### src/rtl/zuma_config_sink_if.sv
// Configuration write stream between the ZUMA config driver and the overlay sink.
// The driver owns the config_* strobe/address/data. The sink returns the decoded
// write port and the load status.
interface zuma_config_sink_if #(
  parameter int LUT_SIZE     = 6,
  parameter int NUM_STAGES   = 8,
  parameter int CONFIG_WIDTH = 32
);
  logic                    config_en;
  logic [31:0]             config_addr;
  logic [CONFIG_WIDTH-1:0] config_data;

  logic [CONFIG_WIDTH-1:0] wr_data;
  logic [LUT_SIZE-1:0]     wr_lut_addr;
  logic [NUM_STAGES-1:0]   wr_stage_en;
  logic [31:0]             progress;
  logic                    cfg_done;
  logic                    cfg_error;

  modport master (
    output config_en, config_addr, config_data,
    input  wr_data, wr_lut_addr, wr_stage_en, progress, cfg_done, cfg_error
  );

  modport slave (
    input  config_en, config_addr, config_data,
    output wr_data, wr_lut_addr, wr_stage_en, progress, cfg_done, cfg_error
  );
endinterface

### src/rtl/zuma_config_sink.sv
// ZUMA configuration sink: decodes the config write stream into per-stage LUTRAM
// write enables, counts accepted words and validates order and completeness.

// Per-stage address match: this stage owns rows [IDX*2^LUT_SIZE, (IDX+1)*2^LUT_SIZE).
module zuma_stage_dec #(
  parameter int LUT_SIZE = 6,
  parameter int IDX      = 0
) (
  input  logic [31:0] addr,
  output logic        hit
);
  assign hit = ((addr >> LUT_SIZE) == 32'(IDX));
endmodule

module zuma_config_sink #(
  parameter int LUT_SIZE     = 6,
  parameter int NUM_STAGES   = 8,
  parameter int CONFIG_WIDTH = 32
) (
  input  logic               clk,
  input  logic               reset,
  zuma_config_sink_if.slave  cfg
);
  localparam logic [31:0] DEPTH = 32'(NUM_STAGES) << LUT_SIZE;

  typedef enum logic [1:0] {IDLE, LOAD, DONE} state_t;

  state_t                  state, state_n;
  logic [31:0]             progress_q, progress_n;
  logic                    done_q, done_n;
  logic                    err_q, err_n;
  logic [NUM_STAGES-1:0]   stage_en_q, stage_en_n;
  logic [NUM_STAGES-1:0]   stage_hit;
  logic [CONFIG_WIDTH-1:0] data_q;
  logic [LUT_SIZE-1:0]     lut_q;
  logic                    in_range;
  logic                    accept;
  logic [31:0]             base_prog;
  logic                    base_err;

  // Stage decoders, one per configuration chain.
  genvar s;
  generate
    for (s = 0; s < NUM_STAGES; s++) begin : g_stage
      zuma_stage_dec #(.LUT_SIZE(LUT_SIZE), .IDX(s)) u_dec (
        .addr (cfg.config_addr),
        .hit  (stage_hit[s])
      );
    end
  endgenerate

  // The driver overshoots past the image, so out-of-range words are dropped silently.
  assign in_range = (cfg.config_addr < DEPTH);

  // A load starting from IDLE/DONE processes its first word against a cleared
  // count and error, so the entry cycle behaves exactly like a LOAD cycle.
  assign base_prog = (state == LOAD) ? progress_q : 32'd0;
  assign base_err  = (state == LOAD) ? err_q      : 1'b0;

  // State register.
  always_ff @(posedge clk or negedge reset) begin
    if (!reset) state <= IDLE;
    else        state <= state_n;
  end

  // Next state, count, status and stage enable.
  always_comb begin
    state_n    = state;
    progress_n = progress_q;
    done_n     = done_q;
    err_n      = err_q;
    stage_en_n = '0;
    accept     = 1'b0;
    if (cfg.config_en) begin
      state_n    = LOAD;
      done_n     = 1'b0;
      progress_n = base_prog;
      err_n      = base_err;
      if (in_range) begin
        accept     = 1'b1;
        stage_en_n = stage_hit;
        // Saturate at DEPTH; a write there can never match the count, so it
        // is flagged by the order check below.
        if (base_prog != DEPTH) progress_n = base_prog + 32'd1;
        if (cfg.config_addr != base_prog) err_n = 1'b1;
      end
    end else if (state == LOAD) begin
      if (progress_q == DEPTH && !err_q) begin
        state_n = DONE;
        done_n  = 1'b1;
      end else begin
        state_n = IDLE;
        err_n   = 1'b1;
      end
    end
  end

  // Status and write-enable registers.
  always_ff @(posedge clk or negedge reset) begin
    if (!reset) begin
      progress_q <= '0;
      done_q     <= 1'b0;
      err_q      <= 1'b0;
      stage_en_q <= '0;
    end else begin
      progress_q <= progress_n;
      done_q     <= done_n;
      err_q      <= err_n;
      stage_en_q <= stage_en_n;
    end
  end

  // Write data and row only change on accepted words.
  always_ff @(posedge clk or negedge reset) begin
    if (!reset) begin
      data_q <= '0;
      lut_q  <= '0;
    end else if (accept) begin
      data_q <= cfg.config_data;
      lut_q  <= cfg.config_addr[LUT_SIZE-1:0];
    end
  end

  assign cfg.wr_data     = data_q;
  assign cfg.wr_lut_addr = lut_q;
  assign cfg.wr_stage_en = stage_en_q;
  assign cfg.progress    = progress_q;
  assign cfg.cfg_done    = done_q;
  assign cfg.cfg_error   = err_q;
endmodule
### src/flat_wrapper.sv
// flat-port wrapper written by rule: the top's interface ports become plain ports
module zuma_config_sink_flat 
#(
  parameter int LUT_SIZE     = 6,
  parameter int NUM_STAGES   = 8,
  parameter int CONFIG_WIDTH = 32
)
  (clk, reset, cfg_config_en, cfg_config_addr, cfg_config_data, cfg_wr_data, cfg_wr_lut_addr, cfg_wr_stage_en, cfg_progress, cfg_cfg_done, cfg_cfg_error);
  zuma_config_sink_if #(.LUT_SIZE(LUT_SIZE), .NUM_STAGES(NUM_STAGES), .CONFIG_WIDTH(CONFIG_WIDTH)) cfg_i ();
  input  logic clk;
  input  logic reset;
  input wire logic [$bits(cfg_i.config_en)-1:0] cfg_config_en;
  input wire logic [$bits(cfg_i.config_addr)-1:0] cfg_config_addr;
  input wire logic [$bits(cfg_i.config_data)-1:0] cfg_config_data;
  output wire logic [$bits(cfg_i.wr_data)-1:0] cfg_wr_data;
  output wire logic [$bits(cfg_i.wr_lut_addr)-1:0] cfg_wr_lut_addr;
  output wire logic [$bits(cfg_i.wr_stage_en)-1:0] cfg_wr_stage_en;
  output wire logic [$bits(cfg_i.progress)-1:0] cfg_progress;
  output wire logic [$bits(cfg_i.cfg_done)-1:0] cfg_cfg_done;
  output wire logic [$bits(cfg_i.cfg_error)-1:0] cfg_cfg_error;
  assign cfg_i.config_en = cfg_config_en;
  assign cfg_i.config_addr = cfg_config_addr;
  assign cfg_i.config_data = cfg_config_data;
  assign cfg_wr_data = cfg_i.wr_data;
  assign cfg_wr_lut_addr = cfg_i.wr_lut_addr;
  assign cfg_wr_stage_en = cfg_i.wr_stage_en;
  assign cfg_progress = cfg_i.progress;
  assign cfg_cfg_done = cfg_i.cfg_done;
  assign cfg_cfg_error = cfg_i.cfg_error;
  zuma_config_sink #(.LUT_SIZE(LUT_SIZE), .NUM_STAGES(NUM_STAGES), .CONFIG_WIDTH(CONFIG_WIDTH)) u_core (.clk(clk), .reset(reset), .cfg(cfg_i));
endmodule
### config.mk
export PLATFORM = sky130hd
export DESIGN_NAME = zuma_config_sink_flat
export DESIGN_NICKNAME = d
export VERILOG_FILES = /design/src/rtl/zuma_config_sink_if.sv /design/src/rtl/zuma_config_sink.sv /design/src/flat_wrapper.sv
export SDC_FILE = /design/constraint.sdc
export NUM_CORES = 1
export LEC_CHECK = 0
export ABC_AREA = 1
export CAP_MARGIN = 15
export CORE_MARGIN = 10
export CORE_UTILIZATION = 51
export DETAILED_ROUTE_END_ITERATION = 10
export GPL_ROUTABILITY_DRIVEN = 0
export PLACE_DENSITY = 0.82
export SETUP_SLACK_MARGIN = 0.2
export SYNTH_ARGS = -nofsm -noshare
export SYNTH_HDL_FRONTEND = slang
export SYNTH_SLANG_ARGS = --single-unit
### constraint.sdc
create_clock -name clk -period 4.1 [get_ports clk]
set_input_delay 0.41 -clock clk [delete_from_list [all_inputs] [get_ports clk]]
set_output_delay 0.41 -clock clk [all_outputs]
set_load 0.01 [all_outputs]
; Word level (Yosys, flattened, before mapping)
; Index checks and enable logic that the tools add are counted.
[word_totals]
input_bits = 67
ff_bits = 82
output_inout_bits = 80
[classes]
magnitude_cmp = 1
n_eq_ne = 12
addsub = 1
n_reduce_logical = 7
muxes = 19
[ops]
columns = op, n
row1 = equality test 26 x 3 -> 1 bit (second input constant), 4
row2 = two-way mux 32 bit, 3
row3 = equality test 26 x 2 -> 1 bit (second input constant), 2
row4 = adder 32 x 1 -> 32 bit (second input constant), 1
row5 = equality test 32 x 10 -> 1 bit (second input constant), 1
row6 = zero test 32 bit, 1
row7 = < comparator 32 x 10 -> 1 bit (second input constant), 1
row8 = != test 32 x 10 -> 1 bit (second input constant), 1
row9 = != test 32 bit, 1
row10 = equality test 26 x 1 -> 1 bit (second input constant), 1
row11 = two-way mux 8 bit, 2
row12 = two-way mux 1 bit, 11
row13 = two-way mux 2 bit, 3
row14 = AND reduction 2 bit, 2
row15 = nonzero test 2 bit, 2
row16 = equality test 2 x 1 -> 1 bit (second input constant), 1
row17 = != test 2 bit (second input constant), 1
row18 = logical AND 1 bit, 1
row19 = zero test 1 bit, 1

; Logic depth before layout (Yosys ltp)
[depth]
ltp_word = 6
depth_mapped = 16
depth_no_buf = 15

; Cells and area by module
; Synthesis repeated with hierarchy kept, for this count alone.
[hier_totals]
hier_cells = 1055
hier_area_um2 = 6282.3
[modules_own_cells]
columns = module, area_each_um2, n_inst, cells_per_inst
row1 = zuma_config_sink, 5469.0, 1, 847
row2 = zuma_stage_dec (u_core.g_stage[5].u_dec ...), 106.4, 2, 27
row3 = zuma_stage_dec (u_core.g_stage[4].u_dec ...), 102.6, 2, 26
row4 = zuma_stage_dec (u_core.g_stage[1].u_dec ...), 100.1, 2, 26
row5 = zuma_stage_dec (u_core.g_stage[0].u_dec), 98.8, 1, 25
row6 = zuma_stage_dec (u_core.g_stage[3].u_dec), 96.3, 1, 25

; Worst setup path before layout
; No wires, ideal clock.
[synth_timing]
kind = register to register
startpoint = register u_core.state[1]
endpoint = register u_core.progress_q[26] (netlist: u_core.cfg.progress[26])
path_stages_with_launch = 17
setup_ps = 117
t_required_ps = 3983
n_path_buf = 1
path_slack_ps = 2120
period_less_slack_ps = 1980
arrival_ps = 1864
cell_sequence = dfrtp_1 -> inv_2 -> nand2_1 -> buf_4 -> nor2_1 -> ha_1 -> nand2_1 -> nor2_4 -> nand2_1 -> nor2_2 -> nand3_1 -> nand2_1 -> nand2_1 -> nand2_1 -> nand2_1 -> nand2_1 -> nand2_1
[synth_via]
elab_chain_len = 5
[synth_lines]
columns = item, line
row1 = start: declaration, zuma_config_sink.sv:28  ; state_t state, state_n;
row2 = start signal: assignment, zuma_config_sink.sv:63  ; else state <= state_n;
row3 = equality test 2 x 1 -> 1 bit *, zuma_config_sink.sv:57  ; assign base_prog = (state == LOAD) ? progress_q : 32'd0;
row4 = two-way mux 32 bit *, zuma_config_sink.sv:57
row5 = adder 32 x 1 -> 32 bit or != test 32 x 10 -> 1 bit (tied branches), zuma_config_sink.sv:84  ; if (base_prog != DEPTH) progress_n = base_prog + 32'd1;
row6 = two-way mux 32 bit, zuma_config_sink.sv:84
row7 = two-way mux 32 bit *, zuma_config_sink.sv:79  ; if (in_range) begin
row8 = end signal: assignment, zuma_config_sink.sv:106  ; progress_q <= progress_n;
row9 = end: declaration, zuma_config_sink.sv:29  ; logic [31:0] progress_q, progress_n;
; Mark *: on every way between the ends. The rest lies on a longest branch, timed or not.
; A chain may end at the register's enable or synchronous reset.

; Final worst setup path
[layout_timing]
startpoint = register u_core.state[0]
endpoint = register u_core.progress_q[1] (netlist: u_core.cfg.progress[1])
; Same word-level chain as after synthesis.

==> reports/summary.txt <==
Asr flop ratio synth -> 100%
Tcrit/Tclk final -> 71.2%
Multi-input gate area -> 3400 um^2
Worst Path Class, Setup -> reg -> reg
First-pass GRT wire length -> 33.4 mm
CP Data Required Time -> 4.34 ns
Fin util -> 67.9%
Post-synth EDFFs -> 0
Height of the die -> 129 um
RSZ-0062 raised after global routing -> false
Max-slew violation count -> 0
Gr ovfl total -> 0
Avg Cell Area, Syn -> 6.34 um^2
Total inserted antenna cells -> 0
FP Rows -> 39
R2R Setup Slk -> 1.18 ns
Share of cells above drive strength 1 -> 6.99%
Initial antenna violation count -> 0
Met3 Track Usage GR -> 7.27%
CTS buffer count -> 9
Slew @ Worst Pin -> 1.06 ns
Setup Viol. Count Final -> 0
Fmax achieved -> 0.342 GHz
Hold Fails Final Rpt -> 0
Clock transition at the registers of the reported paths -> 0.07 ns
Clock sinks -> 82
Total negative slack -> 0 ns
Setup Skew -> 0.00361 ns
Yosys cell types -> 31
Resized cells post-CTS -> 0
Ys Warns -> 0
Core ar. -> 11500 um^2
Vias -> 6802
Max cap viols -> 0
Static Leak -> 3.86 nW
# IOs -> 147
Skew-Pair Late Insertion Delay -> 0.35 ns
GR Layer Usage met2 -> 41.6%
GRT Total Usage -> 25.2%
Mapped cell area -> 6040 um^2
Setup crit end kind -> register
WL final -> 20.9 mm
PD cells -> 233 nW/um^2
Hold Path Class -> in -> async
Fin crit period -> 2.92 ns
Residual DRC count -> 0
Post-synthesis sequential area ratio -> 34.0%
Grt peak-use layer -> met2
Layout area overhead -> 29.5%
Max FO, Critical Path -> 28
Port bufs -> 146
Worst vdd ir -> 0.000233 V
Pwr Total -> 0.00182 W
H-tree depth -> 3
Worst slew margin -> 29.3%
Die area -> 16600 um^2
Initial core utilization -> 52.4%
Initial drt markers -> 966
Postcts setup bufs -> 0
Hold Buf Count CTS -> 0
DRT antenna net count -> 0
WP data arrival -> 3.16 ns
Largest net degree at the start of global routing -> 83
Max Buffers Root-to-Sink -> 2
GR met1 Demand/Resource -> 31.2%
Pre-antenna DRT Iters -> 6
Sequential cell area -> 2050 um^2
#FFs+latches synth -> 82
Die span in x -> 129 um
Number of global-route vias before repair -> 6360
Main synth FF type -> dfrtp_1
WL/cell -> 16.9 um
Status -> complete, no violations
Setup crit start kind -> register
Synth Instances -> 953
Via density -> 5.53
Dpl hpwl -> 15.6 mm
Fillers -> 1014
CTS tree -> yes
Net Count, Synth -> 1021
Total Nets Final -> 1151
Root buf cell -> clkbuf_16
routing by layer:
layer | part of all wire, % | routed length (um)
met1 | 39 | 8050
met5 | 0 | 0
met4 | 2.3 | 486
met2 | 47 | 9910
met3 | 12 | 2420
worst paths after layout:
| check | startpoint | endpoint | depth (start not counted) |
|---|---|---|---|
| setup / recovery | u_core.state[0]$_DFFE_PN0P_ | u_core.cfg.progress[1]$_DFFE_PN0P_ | 12 |
| hold / removal | reset | u_core.cfg.wr_data[12]$_DFFE_PN0P_ | 1 |
| setup reg to reg | u_core.state[0]$_DFFE_PN0P_ | u_core.cfg.progress[1]$_DFFE_PN0P_ | 12 |
| hold reg to reg | u_core.cfg.wr_data[22]$_DFFE_PN0P_ | u_core.cfg.wr_data[22]$_DFFE_PN0P_ | 2 |
| max in group asynchronous | reset | u_core.state[0]$_DFFE_PN0P_ | 1 |
| min in group clk | u_core.cfg.wr_data[22]$_DFFE_PN0P_ | u_core.cfg.wr_data[22]$_DFFE_PN0P_ | 2 |
cell families (layout without fill, tap and decap cells):
| logic type | count (synthesis) | after routing | synth area share (%) |
|---|---|---|---|
| XOR/XNOR | 9 | 9 | 1.31 |
| AND/OR/NAND/NOR | 699 | 699 | 52.5 |
| AO/OA/AOI/OAI | 27 | 27 | 2.24 |
| buffers and inverters | 135 | 270 | 9.74 |
| adder cells (fa/ha/maj) | 1 | 1 | 0.207 |
| flip-flops | 82 | 82 | 34.0 |
power by group:
| part | switching (W) | internal (W) |
|---|---|---|
| registers | 0.00000632 | 0.000810 |
| logic | 0.0000850 | 0.0000748 |
| clock network | 0.000355 | 0.000493 |
| total | 0.000446 | 0.00138 |
cell usage after synthesis, types with 9 or more instances:
cell | number | share of area (%)
nor2_1 | 111 | 6.9
clkbuf_1 | 9 | 0.56
dfrtp_1 | 82 | 34
nand2_1 | 410 | 25
nor2_2 | 14 | 1.5
inv_1 | 97 | 6.0
nor3_1 | 9 | 0.75
nand3_1 | 78 | 6.5
o21ai_0 | 18 | 1.5
buf_2 | 12 | 0.99
nor2_4 | 12 | 2.2
xor2_1 | 9 | 1.3
nand4_1 | 31 | 3.2
layout by cell type, fill, tap and decap left out, types with 2 or more instances in the layout:
master           count
a21oi_1              3
buf_4                6
clkbuf_16            9
clkdlybuf4s50_1    145
clkinv_2             2
dfrtp_1             81
inv_1               97
inv_2                5
inv_6                2
nand2_1            410
nand2_2              5
nand3_1             78
nand3_2              5
nand3_4              4
nand3b_1             4
nand4_1             31
nand4_2              3
nand4_4              4
nor2_1             111
nor2_2              14
nor2_4              12
nor3_1               9
nor4_1               7
o21ai_0             18
o21ai_1              6
xor2_1               9
sequential cells by signal, summed over array words and instances (netlist names):
| signal | flops |
|---|---|
| u_core.cfg.progress | 32 |
| u_core.cfg.wr_data | 32 |
| u_core.cfg.wr_stage_en | 8 |
| u_core.cfg.wr_lut_addr | 6 |
| u_core.state | 2 |
| u_core.cfg.cfg_done | 1 |
| u_core.cfg.cfg_error | 1 |
layout make-up:
| cell class | count | area share (%) |
|---|---|---|
| Multi-Input combinational cell | 736 | 43.5 |
| Sequential cell | 82 | 26.3 |
| Timing Repair Buffer | 151 | 19.1 |
| Inverter | 103 | 4.96 |
| Clock buffer | 11 | 3.10 |
| Tap cell | 143 | 2.29 |
| Clock inverter | 5 | 0.768 |
stage by stage:
step / setup WS [ns] / cell area, um^2 / hold WS (ns) / std cells
2_1_floorplan: 2.12 / 6040 / 0.114 / 953
3_3_place_gp: 1.08 / 7520 / 0.453 / 1215
4_1_cts: 1.32 / 7820 / 0.288 / 1231
5_1_grt: 1.02 / 7820 / 0.320 / 1231
3_5_place_dp: 1.07 / 7520 / 0.457 / 1215
6_report: 1.18 / 7820 / 0.240 / 1231
critical path, stage by stage, from the launching register on:
cell and delay, ns:
dfrtp_2 0.74, inv_2 0.10, nor2_4 0.61, buf_4 0.35
nand2_1 0.21, nand3_1 0.14, nor2_1 0.05, nand2_1 0.10
nor2_4 0.07, nor2_4 0.20, nand2_1 0.08, nand2_1 0.09
nand2_1 0.05
No activity file was read; power rests on OpenSTA's default activity.
